## src/rtl/boreal_pkg.sv

```systemverilog
// Shared types and constants for the Boreal round-robin crossbar.
// The default slave map describes the standard nine-slave SoC layout.
package boreal_pkg;

    localparam int unsigned AW = 32;
    localparam int unsigned DW = 32;
    localparam int unsigned SW = 4;

    localparam int unsigned DEF_NS = 9;

    typedef enum logic [1:0] {
        StIdle,
        StBusy,
        StResp
    } state_t;

    // Slave order: ROM, SRAM, DMA, vector, AI mailbox, DVM, gate regs, ledger, privileged I/O.
    localparam logic [DEF_NS*AW-1:0] DEF_SLV_BASE = {
        32'h2000_0000, 32'h1005_0000, 32'h1004_0000, 32'h1003_0000, 32'h1002_0000,
        32'h1001_0000, 32'h1000_0000, 32'h0000_1000, 32'h0000_0000
    };

    localparam logic [DEF_NS*AW-1:0] DEF_SLV_MASK = {
        32'hF000_0000, 32'hFFFF_0000, 32'hFFFF_0000, 32'hFFFF_0000, 32'hFFFF_0000,
        32'hFFFF_0000, 32'hFFFF_0000, 32'hFFFF_F000, 32'hFFFF_F000
    };

    localparam logic [DEF_NS-1:0] DEF_PRIV_SLV = 9'h100;

endpackage

```

## src/rtl/boreal_rr_arbiter.sv

```systemverilog
// Rotating-priority encoder: grants the first requester at or after ptr+1, wrapping.
module boreal_rr_arbiter #(
    parameter int unsigned NM = 2,
    parameter int unsigned IW = (NM > 1) ? $clog2(NM) : 1
) (
    input  logic [NM-1:0] req,
    input  logic [IW-1:0] ptr,
    output logic [NM-1:0] gnt,
    output logic [IW-1:0] idx,
    output logic          valid
);

    int unsigned j;

    always_comb begin
        gnt   = '0;
        idx   = '0;
        valid = 1'b0;
        j     = 0;
        for (int unsigned i = 1; i <= NM; i++) begin
            j = (int'(ptr) + i) % NM;
            if (!valid && req[j]) begin
                valid  = 1'b1;
                gnt[j] = 1'b1;
                idx    = IW'(j);
            end
        end
    end

endmodule

```

## src/rtl/boreal_xbar_rr.sv

```systemverilog
// NM-master to NS-slave registered crossbar with round-robin arbitration, transaction
// locking, privileged-slave protection and a slave-response timeout.
module boreal_xbar_rr
    import boreal_pkg::*;
#(
    parameter int unsigned         NM       = 2,
    parameter int unsigned         NS       = 9,
    parameter logic [NS*AW-1:0]    SLV_BASE = DEF_SLV_BASE,
    parameter logic [NS*AW-1:0]    SLV_MASK = DEF_SLV_MASK,
    parameter logic [NS-1:0]       PRIV_SLV = DEF_PRIV_SLV,
    parameter logic [NM-1:0]       PRIV_MST = NM'(2'b10),
    parameter int unsigned         TIMEOUT  = 64
) (
    input  logic               clk,
    input  logic               rst,
    input  logic [NM-1:0]      m_req,
    input  logic [NM-1:0]      m_wr,
    input  logic [NM*AW-1:0]   m_addr,
    input  logic [NM*DW-1:0]   m_wdata,
    input  logic [NM*SW-1:0]   m_strb,
    output logic [NM*DW-1:0]   m_rdata,
    output logic [NM-1:0]      m_ack,
    output logic [NM-1:0]      m_err,
    output logic [NS-1:0]      s_sel,
    output logic               s_wr,
    output logic [AW-1:0]      s_addr,
    output logic [DW-1:0]      s_wdata,
    output logic [SW-1:0]      s_strb,
    input  logic [NS*DW-1:0]   s_rdata,
    input  logic [NS-1:0]      s_ack,
    output logic [NM-1:0]      grant,
    output logic               timeout_evt
);

    localparam int unsigned MW = (NM > 1) ? $clog2(NM) : 1;
    localparam int unsigned KW = (NS > 1) ? $clog2(NS) : 1;
    localparam int unsigned CW = (TIMEOUT > 0) ? $clog2(TIMEOUT + 1) : 1;
    localparam logic [CW-1:0] TO_VAL = CW'(TIMEOUT);

    state_t        state;
    logic [MW-1:0] ptr;
    logic [MW-1:0] g;
    logic [KW-1:0] slv;
    logic [CW-1:0] cnt;
    logic [CW-1:0] cnt_inc;

    logic [NM-1:0] arb_gnt;
    logic [MW-1:0] arb_idx;
    logic          arb_valid;

    logic [AW-1:0] win_addr;
    logic          dec_hit;
    logic [KW-1:0] dec_idx;
    logic          priv_block;

    boreal_rr_arbiter #(
        .NM (NM),
        .IW (MW)
    ) u_arb (
        .req   (m_req),
        .ptr   (ptr),
        .gnt   (arb_gnt),
        .idx   (arb_idx),
        .valid (arb_valid)
    );

    assign win_addr = m_addr[arb_idx*AW +: AW];
    assign cnt_inc  = cnt + CW'(1);

    // Walk downwards so the lowest-index matching slave is the one left standing.
    always_comb begin
        dec_hit = 1'b0;
        dec_idx = '0;
        for (int k = NS - 1; k >= 0; k--) begin
            if ((win_addr & SLV_MASK[k*AW +: AW]) == SLV_BASE[k*AW +: AW]) begin
                dec_hit = 1'b1;
                dec_idx = KW'(k);
            end
        end
    end

    assign priv_block = PRIV_SLV[dec_idx] && !PRIV_MST[arb_idx];

    always_ff @(posedge clk) begin
        if (rst) begin
            state       <= StIdle;
            ptr         <= MW'(NM - 1);
            g           <= '0;
            slv         <= '0;
            cnt         <= '0;
            m_rdata     <= '0;
            m_ack       <= '0;
            m_err       <= '0;
            s_sel       <= '0;
            s_wr        <= 1'b0;
            s_addr      <= '0;
            s_wdata     <= '0;
            s_strb      <= '0;
            grant       <= '0;
            timeout_evt <= 1'b0;
        end else begin
            m_ack       <= '0;
            m_err       <= '0;
            m_rdata     <= '0;
            timeout_evt <= 1'b0;
            unique case (state)
                StIdle: begin
                    if (arb_valid) begin
                        g     <= arb_idx;
                        grant <= arb_gnt;
                        if (!dec_hit || priv_block) begin
                            state <= StResp;
                            m_ack <= arb_gnt;
                            m_err <= arb_gnt;
                        end else begin
                            state   <= StBusy;
                            slv     <= dec_idx;
                            cnt     <= '0;
                            s_sel   <= NS'(1) << dec_idx;
                            s_wr    <= m_wr[arb_idx];
                            s_addr  <= win_addr;
                            s_wdata <= m_wdata[arb_idx*DW +: DW];
                            s_strb  <= m_strb[arb_idx*SW +: SW];
                        end
                    end
                end
                StBusy: begin
                    if (s_ack[slv] || (TIMEOUT != 0 && cnt_inc == TO_VAL)) begin
                        state   <= StResp;
                        m_ack   <= grant;
                        s_sel   <= '0;
                        s_wr    <= 1'b0;
                        s_addr  <= '0;
                        s_wdata <= '0;
                        s_strb  <= '0;
                        // An ack landing on the timeout cycle still counts as success.
                        if (s_ack[slv]) begin
                            m_rdata[g*DW +: DW] <= s_rdata[slv*DW +: DW];
                        end else begin
                            m_err       <= grant;
                            timeout_evt <= 1'b1;
                        end
                    end else begin
                        cnt <= cnt_inc;
                    end
                end
                StResp: begin
                    ptr   <= g;
                    grant <= '0;
                    state <= StIdle;
                end
                default: state <= StIdle;
            endcase
        end
    end

endmodule
```

## config.mk

```make
export PLATFORM = sky130hd
export DESIGN_NAME = boreal_xbar_rr
export DESIGN_NICKNAME = d
export VERILOG_FILES = /design/src/rtl/boreal_pkg.sv /design/src/rtl/boreal_rr_arbiter.sv /design/src/rtl/boreal_xbar_rr.sv
export SDC_FILE = /design/constraint.sdc
export NUM_CORES = 1
export LEC_CHECK = 0
export ABC_AREA = 1
export CAP_MARGIN = 5
export CORE_AREA = 2 2 228 230
export CTS_BUF_LIST = sky130_fd_sc_hd__clkbuf_4 sky130_fd_sc_hd__clkbuf_8 sky130_fd_sc_hd__clkbuf_16
export CTS_CLUSTER_DIAMETER = 30
export CTS_CLUSTER_SIZE = 10
export DETAILED_ROUTE_END_ITERATION = 8
export DIE_AREA = 0 0 230 232
export PLACE_DENSITY = 0.51
export RECOVER_POWER = 100
export SYNTH_ARGS = -nofsm -noshare
export SYNTH_HDL_FRONTEND = slang
export SYNTH_SLANG_ARGS = --single-unit
```

## constraint.sdc

```tcl
create_clock -name clk -period 4.05 [get_ports clk]
set_clock_uncertainty 0.05 [all_clocks]
set_input_delay 0.405 -clock clk [delete_from_list [all_inputs] [get_ports clk]]
set_output_delay 0.405 -clock clk [all_outputs]
set_load 0.01 [all_outputs]
```

==> summary.md <==
| Metric | Value |
|---|---|
| Status | `finished with violations` |
| Violated checks | `max-capacitance violations, max-slew violations` |
| CTS Buf Count | `17` |
| Drt pass-1 iters | `5` |
| Slew Limit Fails | `79` |
| Final Cycle Share | `86.23%` |
| CTS Sinks | `164` |
| Mapped cell area | `9595 µm²` |
| Async SR Flop Fraction | `0%` |
| Maximum level of the CTS H-tree | `4` |
| CP Cell Sequence | `nand2_4, nand2_4, clkbuf_2, inv_2, nor2_1, nor2_1, o21ai_0, nand3_1, nand2_1, nor2_1` |
| Cell Count Post-Placement | `2711` |
| Dominant synthesized flop cell | `dfxtp_1` |
| Share of layout cells above drive strength 1 | `4.023%` |
| GRT Util Overall | `19.62%` |
| F_max | `0.2863 GHz` |
| Die Wd | `230 µm` |
| Critical Path RT | `4370 ps` |
| Largest net degree at the start of global routing | `66` |
| RSZ-0062 raised after global routing | `no` |
| Initial core utilization | `18.86%` |
| Core area | `50890 µm²` |
| EDFF count, synth | `0` |
| Fin nets | `2490` |
| Worst-margin pin slew | `2137 ps` |
| FP Rows | `83` |
| Yosys warns | `0` |
| Wire per inst | `19.54 µm` |
| CP most frequent cell | `nor2_1` |
| Slew Limit Headroom | `-42.48%` |
| Routed wire length | `53.85 mm` |
| Post-Layout Cell Count | `2756` |
| Final Power | `0.006538 W` |
| # setup viols final | `0` |
| Vias in the first global route | `12398` |
| Critical path type | `flop to flop` |
| Final antenna-violating net count | `0` |
| Boundary pin count | `588` |
| Fin util | `32.58%` |
| Clk buf depth | `2` |
| CP Buf/Inv Count | `2` |
| Via density | `4.544` |
| Via count | `12523` |
| Min Tclk post-route | `3492 ps` |
| Final Wtd Congestion | `0.9529` |
| CP startpoint kind | `flop` |
| Die ar. | `53360 µm²` |
| Peak supply drop | `0.0002927 V` |
| Global-route wire length before repair | `77.71 mm` |
| Cell area power density | `394.3 nW/µm²` |
| Sequential-to-total area share from yosys stat | `34.22%` |
| Syn_nets | `1979` |
| Post-Synthesis Cells | `1539` |
| Initial antenna violation count | `21` |
| Clk slew on worst S/H paths | `70 ps` |
| Average cell area after synthesis | `6.235 µm²` |
| Largest fanout on the critical path | `51` |
| Hold_buf cts | `0` |
| Post-CTS setup buffers | `0` |
| Area Growth Syn to Fin | `72.79%` |
| # port buffers | `587` |
| Setup TNS | `0 ps` |
| CP top delay family | `buffers and inverters` |
| Slowest cell on the critical path | `clkbuf_2` |
| CTS tree | `done` |
| Leakage | `7.042 nW` |
| CP Capture Type | `flop` |
| Starting DRT DRC Count | `512` |
| Min-delay worst type | `flop to flop` |
| Worst skew pair latency | `480 ps` |
| #FFs+latches synth | `164` |
| Die Y | `232 µm` |
| DRC | `0` |
| Max cap viols | `2` |
| Yosys cell types | `35` |
| Largest stage delay, worst path | `790 ps` |
| Post-cts gate resize count | `0` |
| DP HPWL | `41.69 mm` |
| Hold Fails Final Rpt | `0` |
| GR Overflow Total | `0` |
| Crit path DAT | `3810 ps` |
| CTS Root Buffer Type | `clkbuf_16` |
placed cells by master (no fill, tap or decap), types with 5 or more instances in the layout:
master,count
inv_1,95
clkbuf_16,17
a32o_1,20
nand2_1,297
nand3b_1,15
dfxtp_1,161
nor2_1,393
clkbuf_2,6
diode_2,13
buf_4,16
a21oi_1,61
dlygate4sd3_1,149
o221ai_1,52
o211ai_1,15
inv_6,5
o21ai_0,163
nand4_1,14
inv_2,8
clkdlybuf4s50_1,437
nand3_1,87
o22ai_1,12
worst reg2reg max path, stage by stage (launching register included):
cell and delay [ps]:
dfxtp_1 500, nand2_4 250, nand2_4 330, clkbuf_2 800
inv_2 650, nor2_1 350, nor2_1 60, o21ai_0 120
nand3_1 120, nand2_1 90, nor2_1 60
report_power, final:
part | switching (W) | internal (W)
registers | 0.000174 | 0.00192
clock network | 0.000796 | 0.000860
logic | 0.00160 | 0.00119
synth_stat cells, types with 3 or more instances:
cell        n  area share, %
buf_2      22            1.1
o22ai_1    12           0.78
nand3_1    87            4.5
nand2_1   297             12
xor2_1      3           0.27
nand4_1    14           0.91
a21oi_1    60            3.1
buf_6       4           0.47
o21ai_0   163            8.5
buf_4       3           0.23
inv_1      96            3.8
a32o_1     20            2.1
nand3b_1   15            1.2
o211ai_1   15            1.2
nand2_4     3           0.35
inv_2       5           0.20
nor2_2      3           0.20
or2_2       3           0.20
o221ai_1   52            4.7
clkbuf_1   88            3.4
nor2_1    394             15
dfxtp_1   164             34
flip-flops by register name, indices dropped and copies added, names as in the netlist:
register	cells
s_sel	9
s_wdata	32
s_addr	32
s_wr	1
grant	2
m_rdata	64
state	2
cnt	7
ptr	1
timeout_evt	1
g	1
m_err	2
m_ack	2
s_strb	4
slv	4
final cells by class:
cell class | count | area [µm²]
fill | 5564 | 34310
multi-input combinational | 1153 | 5421
clock buffer | 17 | 425.4
sequential | 164 | 3289
antenna | 13 | 32.53
timing repair buffer | 611 | 6027
inverter | 103 | 386.6
clock inverter | 15 | 146.4
tap | 680 | 850.8
cells by family (layout without fill, tap and decap cells):
kind of cell,Yosys count,count (layout),synth area share [%]
AOI/OAI and AO/OA,325,325,20.69
buffers and inverters,222,746,9.415
DFF,164,164,34.22
xor gates and xnor gates,4,4,0.3652
adders and majority gates,1,1,0.1304
and+or+nand+nor,823,823,35.18
other,0,13,0
final timing paths:
kind | from | cells after the start | to | slack, ps
setup / recovery | ptr | 10 | s_wdata[8] | 560
hold / removal | s_addr[31] | 2 | s_addr[31] | 380
setup reg to reg | ptr | 10 | s_wdata[8] | 560
hold reg to reg | s_addr[31] | 2 | s_addr[31] | 380
through the flow:
stage / hold WS (ps) / cell area, µm² / setup slack, ps
3_5_place_dp: 381.3 / 16010 / 313.9
2_1_floorplan: 403.2 / 9595 / 1823
4_1_cts: 389.7 / 16580 / 734.9
5_1_grt: 390.9 / 16580 / 204.0
3_3_place_gp: 374.2 / 16010 / 424.6
6_report: 384.9 / 16580 / 557.8
metal layers:
layer,vias to the layer above,GRT usage (%),part of all wire (%)
met5,-,0,0.063
met4,6,8.851,2.7
met3,84,6.127,7.6
met2,485,34.68,51
met1,5841,21.47,39
li1,6107,-,-
(Power assumes the default switching activity.)
==> variant: new RTL, same settings <==
Reset style: asynchronous (`rst`), changed in one clocked block.
--- a/src/rtl/boreal_xbar_rr.sv
+++ b/src/rtl/boreal_xbar_rr.sv
@@ -82,5 +82,5 @@
     assign priv_block = PRIV_SLV[dec_idx] && !PRIV_MST[arb_idx];
 
-    always_ff @(posedge clk) begin
+    always_ff @(posedge clk or posedge rst) begin
         if (rst) begin
             state       <= StIdle;
Check against the original RTL: differs if rst is asserted again (counterexample within 4 cycles, from zero or initial values and one cycle with rst high); with rst held inactive, the same outputs for 4 cycles.
==> variant against the original RTL <==
The run still ends with max-capacitance violations, max-slew violations left; total power up 36%; sequential cell count unchanged; largest power group unchanged; highest routed layer unchanged; setup slack better by 0.19 ns; via count down 3.4%; final area up 3.4%; critical path depth up 6; wire length down 0.16%; area after synthesis up 5.1%; critical path type unchanged.
==> variant: results (changes against the original RTL) <==
Global route
  – Met2 GRT Util: 35.7% (+1.1 points)
  – First-pass GRT wire length: 77.4 mm (-0.44%)
  – Largest net degree at the start of global routing: 97 (+47%)
  – Met1 Track Usage GR: 21.5% (+0.033 points)

STA
  – Final critical-path required period: 3.31 ns (-0.186 ns)
  – Fin. max-slew vios: 37 (-53%)
  – Actual slew at the worst max-slew pin: 1.97 ns (-0.165 ns)

Synth
  – Compound-gate portion of the synthesized area: 22.8% (+2.1 points)
  – Syn nets: 1868 (-5.6%)
  – Commonest cells in the netlist: nor2_1 (331), o21ai_0 (222), nand2_1 (212)
  – Synth Area in XOR/XNOR: 0.348% (-0.018 points)
  – Top FF cell, synth: dfrtp_1
  – Ranking of synthesized cells by area: dfrtp_1 (40%), nor2_1 (12%), o21ai_0 (11%)
  – Ys async rst share: 100% (+100 points)
  – Seq/Total Area, Yosys: 40.7% (+6.5 points)

Power and ir drop
  – Leakage power: 7.51 nW (+6.7%)
  – Power Clock: 1.75 mW (+5%)
  – VDD IR max: 0.251 mV (-14%)
  – Comb pwr share: 53.5% (+11 points)
  – Power Internal: 4.89 mW (+23%)

Critical path
  – Worst setup path end: s_wdata[30]
  – R2R depth: 16 (+6)
  – Largest stage delay on the critical path: 0.62 ns (-0.17 ns)
  – CP max-delay cell: clkbuf_1
  – R2r startpoint: ptr
  – R2R Path End: s_wdata[30]

Status
  – Violated checks: max-capacitance violations, max-slew violations
  – Outcome: finished with violations

Routing
  – Vias per std cell: 4.55 (+0.22%)
  – Met2 Wirelength: 27.0 mm (-1.1%)

Place
  – DP Worst Slack: 0.524 ns (+0.210 ns)
  – Post-DP Area: 16600 um^2 (+3.7%)

Job
  – MaxCap Viol Count: 1 (-1)
variant: changes by cell type in the layout (fill, tap and decap cells not counted), sizes merged, moves of 7 or more:
cell	change
buf	+7
dfrtp	+163
nand3	-34
a32o	-20
nand4	-11
inv	+9
o221ai	-12
o21ai	+133
a21oi	-58
nand2	-63
o22ai	+18
nor2	-62
dfxtp	-164
variant: layout make-up:
| class | instances | area (um^2) |
|---|---|---|
| Tap cell | 680 | 851 |
| Timing Repair Buffer | 613 | 6120 |
| Sequential cell | 164 | 4110 |
| Clock buffer | 17 | 425 |
| Multi-Input combinational cell | 1045 | 4990 |
| Clock inverter | 15 | 193 |
| Antenna cell | 8 | 20.0 |
| Fill cell | 5486 | 33700 |
| Inverter | 114 | 432 |
variant: worst reg2reg max path, stage by stage (launching register included):
cell and delay [ns]:
dfstp_1 0.44, nand2_1 0.15, clkbuf_1 0.62, nand3_1 0.16, nand2_1 0.11, nand2_1 0.11
inv_1 0.11, nand2_1 0.09, nor2_4 0.17, nand2_1 0.10, o21ai_2 0.09, nor2_1 0.09
nand3_2 0.14, nand2_8 0.26, buf_4 0.36, nand2_1 0.07, o21ai_0 0.08
variant: metrics by stage:
step                      hold WS, ns  std cells
after floorplan                 0.424       1428
after global placement          0.408       2616
after detailed placement        0.412       2616
after CTS                       0.429       2648
after global routing            0.439       2652
final                           0.421       2656
variant: how the worst min path moves through the flow:
stage | start | to | slack, ns
global route | s_addr[29] | s_addr[29] | 0.44
detailed placement | s_addr[29] | s_addr[29] | 0.41
CTS | s_addr[29] | s_addr[29] | 0.43
finish | s_addr[29] | s_addr[29] | 0.42
global placement | s_addr[29] | s_addr[29] | 0.41
floorplan | cnt[0] | cnt[0] | 0.42
